$ cat src/rtl/memory_port_arbiter.sv
// Three-way round-robin arbiter for the single-port cell memory: one requester at a time
// owns the memory port for OP_CYCLES cycles, then gets a one-cycle completion pulse.
module memory_port_arbiter #(
  parameter int OP_CYCLES = 4,
  parameter int ADDR_W    = 6
) (
  input  logic              clk,
  input  logic              rst,
  input  logic [2:0]        i_req,
  input  logic [1:0]        i_op0,
  input  logic [1:0]        i_op1,
  input  logic [1:0]        i_op2,
  input  logic [ADDR_W-1:0] i_addr0,
  input  logic [ADDR_W-1:0] i_addr1,
  input  logic [ADDR_W-1:0] i_addr2,
  input  logic [2:0]        i_wdata,
  output logic [2:0]        o_grant,
  output logic [2:0]        o_done,
  output logic              o_rdata,
  output logic [1:0]        o_mem_operation,
  output logic [ADDR_W-1:0] o_mem_address,
  output logic              o_mem_wdata,
  input  logic              i_mem_rdata,
  output logic              o_busy
);

  localparam int                 CNT_W    = $clog2(OP_CYCLES) + 1;
  localparam logic [CNT_W-1:0]   CNT_LAST = CNT_W'(OP_CYCLES - 1);
  localparam logic [CNT_W-1:0]   CNT_ONE  = CNT_W'(1);
  localparam logic [1:0]         OP_IDLE  = 2'b10;

  typedef enum logic [1:0] {
    S_IDLE   = 2'b00,
    S_ACTIVE = 2'b01,
    S_DONE   = 2'b10
  } state_t;

  state_t              state_q;
  logic [2:0]          grant_q;
  logic [2:0]          done_q;
  logic                rdata_q;
  logic                busy_q;
  logic [1:0]          mem_op_q;
  logic [ADDR_W-1:0]   mem_addr_q;
  logic                mem_wdata_q;
  logic [CNT_W-1:0]    cnt_q;
  logic [1:0]          owner_q;
  logic [1:0]          last_q;

  logic [1:0]          pri0_d;
  logic [1:0]          pri1_d;
  logic [1:0]          pri2_d;
  logic [1:0]          sel_idx_d;
  logic [2:0]          sel_grant_d;
  logic [1:0]          sel_op_d;
  logic [ADDR_W-1:0]   sel_addr_d;
  logic                sel_wdata_d;

  function automatic logic [1:0] rr_next(input logic [1:0] idx);
    logic [1:0] nxt;
    case (idx)
      2'd0:    nxt = 2'd1;
      2'd1:    nxt = 2'd2;
      default: nxt = 2'd0;
    endcase
    return nxt;
  endfunction

  // Round-robin pick, searching from one past the last requester served
  always_comb begin
    pri0_d = rr_next(last_q);
    pri1_d = rr_next(pri0_d);
    pri2_d = rr_next(pri1_d);
    if (i_req[pri0_d]) begin
      sel_idx_d = pri0_d;
    end else if (i_req[pri1_d]) begin
      sel_idx_d = pri1_d;
    end else if (i_req[pri2_d]) begin
      sel_idx_d = pri2_d;
    end else begin
      sel_idx_d = pri0_d;
    end
  end

  // Operand mux for the selected requester
  always_comb begin
    sel_grant_d = 3'b000;
    sel_op_d    = OP_IDLE;
    sel_addr_d  = {ADDR_W{1'b0}};
    sel_wdata_d = 1'b0;
    case (sel_idx_d)
      2'd0: begin
        sel_grant_d = 3'b001;
        sel_op_d    = i_op0;
        sel_addr_d  = i_addr0;
        sel_wdata_d = i_wdata[0];
      end
      2'd1: begin
        sel_grant_d = 3'b010;
        sel_op_d    = i_op1;
        sel_addr_d  = i_addr1;
        sel_wdata_d = i_wdata[1];
      end
      2'd2: begin
        sel_grant_d = 3'b100;
        sel_op_d    = i_op2;
        sel_addr_d  = i_addr2;
        sel_wdata_d = i_wdata[2];
      end
      default: begin
        sel_grant_d = 3'b000;
        sel_op_d    = OP_IDLE;
        sel_addr_d  = {ADDR_W{1'b0}};
        sel_wdata_d = 1'b0;
      end
    endcase
  end

  // Grant FSM; the memory-port registers double as the latched request
  always_ff @(posedge clk) begin
    if (rst) begin
      state_q     <= S_IDLE;
      grant_q     <= 3'b000;
      done_q      <= 3'b000;
      rdata_q     <= 1'b0;
      busy_q      <= 1'b0;
      mem_op_q    <= OP_IDLE;
      mem_addr_q  <= {ADDR_W{1'b0}};
      mem_wdata_q <= 1'b0;
      cnt_q       <= {CNT_W{1'b0}};
      owner_q     <= 2'd0;
      last_q      <= 2'd2;
    end else begin
      case (state_q)
        S_IDLE: begin
          done_q <= 3'b000;
          if (|i_req) begin
            state_q     <= S_ACTIVE;
            grant_q     <= sel_grant_d;
            owner_q     <= sel_idx_d;
            busy_q      <= 1'b1;
            mem_op_q    <= sel_op_d;
            mem_addr_q  <= sel_addr_d;
            mem_wdata_q <= sel_wdata_d;
            cnt_q       <= {CNT_W{1'b0}};
          end else begin
            state_q <= S_IDLE;
            busy_q  <= 1'b0;
          end
        end
        S_ACTIVE: begin
          cnt_q <= cnt_q + CNT_ONE;
          if (cnt_q == CNT_LAST) begin
            state_q     <= S_DONE;
            rdata_q     <= i_mem_rdata;
            done_q      <= grant_q;
            grant_q     <= 3'b000;
            mem_op_q    <= OP_IDLE;
            mem_addr_q  <= {ADDR_W{1'b0}};
            mem_wdata_q <= 1'b0;
          end else begin
            state_q <= S_ACTIVE;
          end
        end
        S_DONE: begin
          state_q <= S_IDLE;
          done_q  <= 3'b000;
          busy_q  <= 1'b0;
          last_q  <= owner_q;
        end
        default: begin
          state_q     <= S_IDLE;
          grant_q     <= 3'b000;
          done_q      <= 3'b000;
          busy_q      <= 1'b0;
          mem_op_q    <= OP_IDLE;
          mem_addr_q  <= {ADDR_W{1'b0}};
          mem_wdata_q <= 1'b0;
          cnt_q       <= {CNT_W{1'b0}};
        end
      endcase
    end
  end

  assign o_grant         = grant_q;
  assign o_done          = done_q;
  assign o_rdata         = rdata_q;
  assign o_busy          = busy_q;
  assign o_mem_operation = mem_op_q;
  assign o_mem_address   = mem_addr_q;
  assign o_mem_wdata     = mem_wdata_q;

endmodule

$ cat config.mk
export PLATFORM = sky130hd
export DESIGN_NAME = memory_port_arbiter
export DESIGN_NICKNAME = d
export VERILOG_FILES = /design/src/rtl/memory_port_arbiter.sv
export SDC_FILE = /design/constraint.sdc
export NUM_CORES = 1
export LEC_CHECK = 0
export ABC_CLOCK_PERIOD_IN_PS = 4630
export CAP_MARGIN = 20
export CORE_AREA = 4 4 68 51
export CTS_CLUSTER_SIZE = 12
export DETAILED_ROUTE_END_ITERATION = 6
export DIE_AREA = 0 0 72 55
export GPL_ROUTABILITY_DRIVEN = 0
export PLACE_DENSITY = 0.8
export SYNTH_ARGS = -nofsm -noshare
export SYNTH_HDL_FRONTEND = slang
export SYNTH_SLANG_ARGS = --single-unit
$ cat constraint.sdc
create_clock -name clk -period 4.63 [get_ports clk]
set_input_delay 1.389 -clock clk [delete_from_list [all_inputs] [get_ports clk]]
set_output_delay 1.389 -clock clk [all_outputs]
set_load 0.05 [all_outputs]
# Word-level counts from Yosys, hierarchy flattened
# Index checks and enable logic that the tools add are counted.
# classes
n_addsub	1
magnitude_cmp	3
eq_ne	10
muxes	35
bitwise_logic	2
reduce_logical	11
# ops
operator	count
one-hot mux 6 bit (3 select lines)	2
one-hot mux 3 bit (3 select lines)	3
one-hot mux 2 bit (2 select lines)	4
two-way mux 2 bit	6
two-way mux 6 bit	2
one-hot mux 2 bit (3 select lines)	2
equality test 2 x 1 -> 1 bit, second input constant	5
logical NOT 2 bit	5
< comparator 2 x 3 -> 1 bit, second input constant	3
two-way mux 3 bit	3
two-way mux 1 bit	7
binary-select mux 1 bit (select 2 bit)	3
one-hot mux 1 bit (3 select lines)	2
AND reduction 2 bit	3
equality test 2 bit, second input constant	2
inequality test 2 bit, second input constant	2
adder 3 x 1 -> 3 bit, second input constant	1
equality test 3 x 2 -> 1 bit, second input constant	1
AND reduction 3 bit	1
OR reduction 3 bit	1
NOT 1 bit	2
one-hot mux 1 bit (2 select lines)	1
OR reduction 2 bit	1
# totals
ff_bits	26
in_bits	33
out_inout_bits	17
wordCells	73

# Depth between registers and ports, before layout
# logic_depth
ltp_word	15
ltp_mapped	6
mapped_depth_nobuf	5

# Worst setup path before layout
# No wires, ideal clock.
# synth_path
path_type	input to register
startpoint	input port i_req[2]
endpoint	register mem_op_q[1] (netlist: o_mem_operation[1])
setup_ps	116
t_arrival_ps	2455
required_ps	4514
setup_slack_ps	2059
path_stages	4
n_path_buf	0
cell_sequence	o21bai_1 a211oi_1 mux2_2 o211a_1
# synth_between
elab_chain_len	9
word_cells_on_any_way	18
classes_between	eq/ne: 3; mux: 12; reduce/logical: 3
# synth_lines
element	line_no	source
start: declaration	9	input logic [2:0] i_req,
binary-select mux 1 bit (select 2 bit)	78	end else if (i_req[pri2_d]) begin
two-way mux 1 bit (implied by the code)	78	
two-way mux 2 bit	78	
two-way mux 2 bit	76	end else if (i_req[pri1_d]) begin
two-way mux 2 bit	74	if (i_req[pri0_d]) begin
equality test 2 bit (tied with other cells)	91	case (sel_idx_d)
one-hot mux 2 bit (3 select lines)	91	
two-way mux 2 bit	137	if (|i_req) begin
one-hot mux 2 bit (3 select lines)	134	case (state_q)
end signal: assignment	142	mem_op_q <= sel_op_d;
end: declaration	43	logic [1:0] mem_op_q;
# Several ways; a longest one is shown, not always the timed one. The select of a mux whose other input is x is not followed.
# A chain may end at the register's enable or synchronous reset.

==> run summary <==
The max-cap violation count came out at 0. The fraction of layout cells with a size suffix above 1 came out at 5.49%. The final total negative setup slack is 0 ns.

The dominant register cell in the synthesized netlist is dfxtp_1. The global-route wire length before repair came out at 5460 µm. The leakage power figure is 0.640 nW. The number of iterations in the first detailed-routing pass came out at 4. The worst setup path is captured at a flop. The total number of placement rows came out at 16. The effective utilization at floorplan came out at 43.8%. The maximum level of the CTS H-tree came out at 1. On the final layout, the worst clock skew is 0.00259 ns.

Entering global routing, the biggest net connects 15 pins. The number of routed nets with antenna violations is 0. The library cell with the highest instance count after synthesis is dfxtp_1. The overall die width came out at 72 µm.

The fraction of registers with async set or reset after synthesis came out at 0%. The final design utilization is 63.9%. The path type of the worst min-delay path is reg -> reg. The worst slew slack as a fraction of its limit is 44.6%. Power spread over the standard cell area amounts to 316 nW/µm². TritonCTS built the clock tree.

Of all cell types, the one taking the most synthesized area is dfxtp_1. After detailed routing, the total wire length is 3460 µm. The post-CTS setup repair buffer count is 0. The layout net count is 218. The actual slew at the worst max-slew pin is 0.824 ns.

After detailed routing, the number of remaining DRC violations is 0. The number of hold buffers added after CTS was 0. Of the post-synthesis cell area, the dominant cell type holds 43.0%. The sequential-to-total area share from yosys stat came out at 43.0%. The power consumption came out at 0.558 mW.

The clock passes through at most 2 buffers. The total global routing track utilization is 18.2%. Sorting the synthesized cells by area gives the leading types as dfxtp_1 43%, o21ai_0 5.8%, o221ai_1 5.8%. The overall overflow remaining after global route came out at 0.

The worst-case vdd ir drop is 0.000181 V. The required time of the critical path is 4.80 ns. The clock latency of the later-clocked register in the worst-skew pair came out at 0.27 ns. The fraction of the cycle the final worst path needs came out at 68.8%. Clock tree synthesis inserted a total of 3 buffers.

The slowest library cell on the worst path is or4_1. The filler cell count came out at 242. The count of non-filler cells in the finished layout is 218.

In this run the clock root is driven by a clkbuf_8. The via count of the first global-routing pass is 1174. The area of the die came out at 3960 µm². The core outline area came out at 2760 µm². The die is 55 µm tall.

The clock sink total came out at 26. The post-synthesis cell count is 138. The number of cells on the worst hold path came out at 2. The synthesis warning total came out at 0. The count of different cell masters after synthesis is 34. Walking the worst path, the cells encountered are clkdlybuf4s50_1 > or4_1 > or3_1 > o211a_1.

By count the netlist is led by 26 x dfxtp_1, 15 x nand2_1, 14 x o21ai_0. Summing every instance area after synthesis gives 1210 µm². The depth of the worst register-to-register path is 3. The final hold violation count came out at 0. The final critical delay including setup and external delays is 3.18 ns. The clock slew at the register clock pins of the worst setup and hold paths is 0.08 ns. The number of ports placed on the die boundary is 50.

The worst setup margin came out at 1.45 ns. The run finished with clean final reports. The arrival time of data at the critical path endpoint is 3.35 ns.

The worst setup path is launched from an input pin. In the final routed layout, each cell accounts on average for 15.9 µm. The number of design-rule violations left by the first detailed-router iteration is 57.

The number of endpoints failing setup at the final stage came out at 0. The register bit count reported by yosys is 26. Relative to the synthesized area, the layout overhead comes to 45.7%.

Counting every net in the synthesized netlist gives 173. The overall via count from detail_route is 1178. After legalization and detailed placement, the total HPWL measured 2660 µm. After detailed placement, the design holds a cell count of 214. The via density per instance is 5.40. The number of max-slew violations in the final report is 0. Yosys mapped a number of flops with a built-in enable equal to 0. In this design, the stage delay of the slowest critical-path cell is 0.77 ns.

Setup repair after global routing left no endpoint under its margin. OpenSTA, run right after detailed placement, puts the worst setup slack at 1.16 ns. Buffers placed on the I/O ports in this run total 49. The initial antenna violation count was 0.

The critical path class is in -> reg. The biggest fanout along the worst timing path is 14. The average size of a mapped cell came out at 8.78 µm². The timing-limited maximum frequency is 0.314 GHz. Post-CTS repair changed the size of 0 cells. The number of inserted diodes came out at 0.
[critical path, delay by kind of cell]
kind,cells,cell delay [ns]
simple gates,2,1.19
buf+inv,1,0.63
compound gates,1,0.13
[cell usage in the layout (no fill, tap or decap), types with 2 or more instances in the layout]
cell             count
clkdlybuf4s50_1     49
dfxtp_1             26
nand2_1             15
o21ai_0             14
nor2_1              11
a22oi_1              8
o221ai_1             8
a21oi_1              7
nand2b_1             6
mux2i_1              5
clkbuf_8             4
inv_1                3
o21bai_1             3
nor3b_1              2
ha_1                 2
[per-stage QoR]
stage	cell area [µm²]	hold WS [ns]
global placement	1710	0.438
CTS	1760	0.463
global route	1760	0.492
finish	1760	0.462
detailed placement	1710	0.447
floorplan	1210	0.425
[flip-flops by register name, summed over array words and instances, names as in the netlist]
name	count
cnt_q	3
last_q	2
o_busy	1
o_done	3
o_grant	3
o_mem_address	6
o_mem_operation	2
o_mem_wdata	1
o_rdata	1
owner_q	2
state_q	2
[final timing paths]
kind / startpoint / endpoint / slack, ns
worst min-delay path: o_busy$_SDFFE_PP0N_ / o_busy$_SDFFE_PP0N_ / 0.46
worst max register to register: state_q[0]$_SDFF_PP0_ / o_mem_operation[1]$_SDFFE_PP1P_ / 2.83
worst max-delay path: rst / o_mem_operation[1]$_SDFFE_PP1P_ / 1.45
worst min register to register: o_busy$_SDFFE_PP0N_ / o_busy$_SDFFE_PP0N_ / 0.46
[layout make-up]
type / count / area (µm²) / area share (%)
multi-input cells: 100 / 642 / 36.4
flip-flops and latches: 26 / 520 / 29.5
repair buffers: 49 / 490 / 27.8
clock buffers: 4 / 55.1 / 3.12
well taps: 36 / 45.0 / 2.55
inverters: 3 / 11.3 / 0.638
[cells by family (layout without fill, tap and decap cells)]
family | Yosys count | count (layout) | share of synthesized area [%]
adders and majority gates | 2 | 2 | 2.07
buffers and inverters | 12 | 56 | 4.03
DFF | 26 | 26 | 43.0
and+or+nand+nor | 44 | 44 | 18.7
muxes | 6 | 6 | 5.06
AOI/OAI and AO/OA | 48 | 48 | 27.2
[layer usage]
layer	vias up	track usage (%)	wire length [µm]
li1	597	-	-
met1	550	22.8	1580
met2	27	31.4	1690
met3	4	3.97	148
met4	0	6.56	39
met5	-	0	0
[power breakdown]
| part | internal [mW] | switching (mW) |
|---|---|---|
| clock | 0.0760 | 0.0674 |
| combinational | 0.0677 | 0.0932 |
| sequential | 0.241 | 0.0125 |
| total | 0.385 | 0.173 |
No activity file was read; power rests on OpenSTA's default activity.
==> RTL change 1: new RTL, same settings <==
`ADDR_W`: 6 -> 5.
--- a/src/rtl/memory_port_arbiter.sv
+++ b/src/rtl/memory_port_arbiter.sv
@@ -2,7 +2,7 @@
 // owns the memory port for OP_CYCLES cycles, then gets a one-cycle completion pulse.
 module memory_port_arbiter #(
   parameter int OP_CYCLES = 4,
-  parameter int ADDR_W    = 6
+  parameter int ADDR_W    = 5
 ) (
   input  logic              clk,
   input  logic              rst,
Interface: changed (resized i_addr0, i_addr1, i_addr2 and o_mem_address); port bits go from 50 to 46. The function was not compared with the original's and may differ.
==> RTL change 1 against the original RTL <==
Power down 11%. Largest cell class unchanged. Combinational power down 22%. Wire length down 7.6%. Register-to-register slack worse by 290 ps. Area after synthesis up 0.21%. Setup slack better by 280 ps. Largest power group unchanged. Cell area down 4.0%. Die area unchanged. Via count down 1.0%. Clock power down 6%. Maximum frequency up 9.7%. Sequential cell count down 1. Sequential share of layout area about the same.
==> RTL change 1: results (changes against the original RTL) <==
stage;metric;value;unit;change
drt;first_iter_violations;68;;was 57
synthesis;synth.net_count;168;;was 173
synthesis;synth_seq_area_share;0.412;;was 0.430
synthesis;netlist_top_cells_area;dfxtp_1, a22oi_1, nand2_1;;was dfxtp_1, o21ai_0, o221ai_1
drt;wl;3.20;mm;was 3.46 mm
cells_and_area;multiInputGateArea;633;µm²;was 642 µm²
placed_design;portBuffers;45;;was 49
global_route;grt_use_met2;0.271;;was 0.314
global_route;track_usage;0.156;;was 0.182
synthesis;synth_seq_cells;25;;was 26
cells_and_area;buf_share;0.266;;was 0.278
timing;finalClockSkew;4.38;ps;was 2.59 ps
drt;wl_per_cell;15.0;µm;was 15.9 µm
synthesis;synth_cell_type_count;33;;was 34
global_route;grt_max_degree;18;;was 15
status;status;complete, no violations;;unchanged
cells_and_area;finish.utilization;0.613;;was 0.639
pwr;leakage;0.610;nW;was 0.640 nW
cells_and_area;clkbuf_count;3;;was 4
cells_and_area;clk_share;0.0295;;was 0.0312
cells_and_area;drive_above_1_share;0.0508;;was 0.0549
pwr;power_frac_comb;0.253;;was 0.288
cells_and_area;sh_seq_area;0.295;;about the same
timing;tightest_slew;593;ps;was 824 ps
critical_path;rrSetupSlack;2540;ps;was 2830 ps
cells_and_area;fill_cells;223;;was 242
global_route;grt_pass1_wl;4.95;mm;was 5.46 mm
pwr;p_seq;0.236;mW;was 0.254 mW
drt;dr_wl_met3;116;µm;was 148 µm
cells_and_area;inverters_excl_clock;4;;was 3
global_route;grt_use_met3;0.0199;;was 0.0397
cells_and_area;nNonClkBuffers;45;;was 49
critical_path;slowest_stage;clkdlybuf4s50_1;;was or4_1
timing;fin_hold_ws;468;ps;was 462 ps
pwr;peakVddDrop;0.171;mV;was 0.181 mV
placed_design;placedCellCount;209;;was 214
critical_path;critPathArrivalTime;3060;ps;was 3350 ps
global_route;grt_pass1_vias;1106;;was 1174
pwr;p_per_area;292;nW/µm²;was 316 nW/µm²
placed_design;postPlaceCellArea;1640;µm²;was 1710 µm²
cts;post_cts_resized;0;;unchanged
placed_design;dp_hpwl;2.60;mm;was 2.66 mm
synthesis;syn_area_per_cell;8.92;µm²;was 8.78 µm²
critical_path;slowest_delay;560;ps;was 770 ps
timing;period_share;0.627;;was 0.688
cells_and_area;nNetsFinal;210;;was 218
drt;met1_length;1.53;mm;was 1.58 mm
[RTL change 1: changes by cell type after synthesis, moves of 3 or more]
cell	change
o21ai_0	-13
o221ai_1	-8
buf_6	+4
a21oi_1	+3
nand4_1	+7
clkbuf_1	-5
o211ai_1	+7
nand3_1	+6
nor3_1	+3
nand2b_1	-3
[RTL change 1: critical path: cells and delay by family]
family          cells  cell delay (ps)
simple gates        2              650
compound gates      2              460
buf+inv             1              560
[RTL change 1: worst paths after layout]
path | startpoint | end | cells after the start
worst min register to register | o_busy | o_busy | 2
worst min-delay path | o_busy | o_busy | 2
worst max register to register | cnt_q[0] | o_mem_operation[1] | 6
worst max-delay path | i_req[1] | o_mem_operation[1] | 5
[RTL change 1: cells by family (layout without fill, tap and decap cells)]
kind of cell,after synthesis,after routing,share of synthesized area
AO/OA/AOI/OAI,35,35,0.226
adder cells (fa/ha/maj),2,2,0.0206
buffers and inverters,12,53,0.0660
flip-flops,25,25,0.412
multiplexers,5,5,0.0412
AND/OR/NAND/NOR,57,57,0.234
==> RTL change 2: new RTL, same flow settings <==
Made on the original files. The 3 states of `state_t` get a one-hot encoding in 3 bits.
--- a/src/rtl/memory_port_arbiter.sv
+++ b/src/rtl/memory_port_arbiter.sv
@@ -29,10 +29,10 @@
   localparam logic [CNT_W-1:0]   CNT_ONE  = CNT_W'(1);
   localparam logic [1:0]         OP_IDLE  = 2'b10;
 
-  typedef enum logic [1:0] {
-    S_IDLE   = 2'b00,
-    S_ACTIVE = 2'b01,
-    S_DONE   = 2'b10
+  typedef enum logic [2:0] {
+    S_IDLE   = 3'b001,
+    S_ACTIVE = 3'b010,
+    S_DONE   = 3'b100
   } state_t;
 
   state_t              state_q;
Function: no difference found for any inputs over 10 cycles, from zero or initial values and one cycle with rst high; not proved beyond that.
==> RTL change 2 against the original RTL <==
Sequential cell count grew 1. Cell area grew 5.1%. Critical path depth is the same. Setup slack lost 240 ps. Clock skew shrank 0.54 ps. Power shrank 1.5%. Area after synthesis grew 8.3%. Wire length grew 6.7%.
==> RTL change 2: results (changes against the original RTL) <==
stage;metric;value;unit;change
global_route;grt_pass1_wl;5.73;mm;was 5.46 mm
global_route;antenna_found_initial;0;;unchanged
critical_path;critPathArrivalTime;3620;ps;was 3350 ps
die;start_util;0.475;;was 0.438
cells_and_area;nNonClkBuffers;50;;was 49
drt;dr_wl_met2;1.83;mm;was 1.69 mm
critical_path;slowest_stage;or3_1;;was or4_1
pwr;pwr.group.clock;0.139;mW;was 0.143 mW
cts;clk_latency;280;ps;
synthesis;synth_seq_area_share;0.412;;was 0.430
cells_and_area;drive_above_1_share;0.0895;;was 0.0549
synthesis;netlist_top_cells_area;dfxtp_1, o221ai_2, a22oi_1;;was dfxtp_1, o21ai_0, o221ai_1
pwr;p_sw_frac;0.320;;was 0.310
pwr;powerComb;0.154;mW;was 0.161 mW
synthesis;synth_adder_area_share;0.0191;;was 0.0207
cells_and_area;inverters_excl_clock;13;;was 3
cts;cts-root-buf;clkbuf_8;;unchanged
placed_design;dp_hpwl;2.85;mm;was 2.66 mm
cells_and_area;fill_cells;237;;was 242
drt;first_iter_violations;49;;was 57
timing;finalClockSkew;2.06;ps;was 2.59 ps
global_route;track_usage;0.186;;was 0.182
cells_and_area;register_area;541;µm²;was 520 µm²
cells_and_area;comb.multi_input.count;96;;was 100
pwr;peakVddDrop;0.203;mV;was 0.181 mV
status;status;complete, no violations;;unchanged
placed_design;placedCellCount;222;;was 214
global_route;grt_use_met1;0.222;;was 0.228
synthesis;netlist_top_cells_count;dfxtp_1, inv_1, nor2_1, nand3_1;;was dfxtp_1, nand2_1, o21ai_0, nor2_1
timing;relSlewSlack;0.348;;was 0.446
pwr;leakage;0.688;nW;was 0.640 nW
global_route;grt_use_met3;0.0560;;was 0.0397
drt;topRoutingLayerUsed;met4;;unchanged
drt;viasPerCell;5.43;;was 5.40
cells_and_area;multi_input_area_share;0.363;;was 0.364
cells_and_area;nNetsFinal;226;;was 218
cells_and_area;area_growth;41.4;%;was 45.7%
pwr;clock_power_share;0.253;;was 0.257
cts;clk_pin_slew;100;ps;was 80 ps
synthesis;synth_mux_area_frac;0.0382;;was 0.0506
placed_design;pre_cts_slack;921;ps;was 1160 ps
cells_and_area;buf_share;0.269;;was 0.278
drt;met1_length;1.64;mm;was 1.58 mm
global_route;grt_max_degree;17;;was 15
drt;dr_wl_met3;207;µm;was 148 µm
synthesis;syn_inst;145;;was 138
global_route;grt_pass1_vias;1275;;was 1174
cells_and_area;clk_share;0.0263;;was 0.0312
critical_path;slowest_delay;710;ps;was 770 ps
synthesis;synth_cell_type_count;35;;was 34
drt;vias;1228;;was 1178
synthesis;synth_seq_cells;27;;was 26
placed_design;postPlaceCellArea;1810;µm²;was 1710 µm²
[RTL change 2: cell count changes in the layout (fill, tap and decap cells not counted), moves of 4 or more]
| cell | before | now |
|---|---|---|
| o21ai_0 | 14 | 4 |
| o221ai_1 | 8 | 1 |
| nand2b_1 | 6 | 2 |
| o221ai_2 | 0 | 8 |
| nor3_1 | 1 | 5 |
| inv_1 | 3 | 13 |
| nand2_1 | 15 | 8 |
| nand3_1 | 1 | 9 |
[RTL change 2: path summary, 6_finish.rpt]
check / from / to / slack, ps / depth (start not counted)
worst max-delay path: rst / o_mem_address[0] / 1210 / 4
worst min-delay path: o_rdata / o_rdata / 470 / 2
worst max register to register: state_q[0] / o_mem_address[0] / 2330 / 4
worst min register to register: o_rdata / o_rdata / 470 / 2
[RTL change 2: logic make-up (layout without fill, tap and decap cells)]
kind of cell / Yosys count / count (layout)
fa+ha+maj: 2 / 2
simple gates: 52 / 52
flops: 27 / 27
mux: 5 / 5
compound gates: 37 / 37
buf+inv: 22 / 67
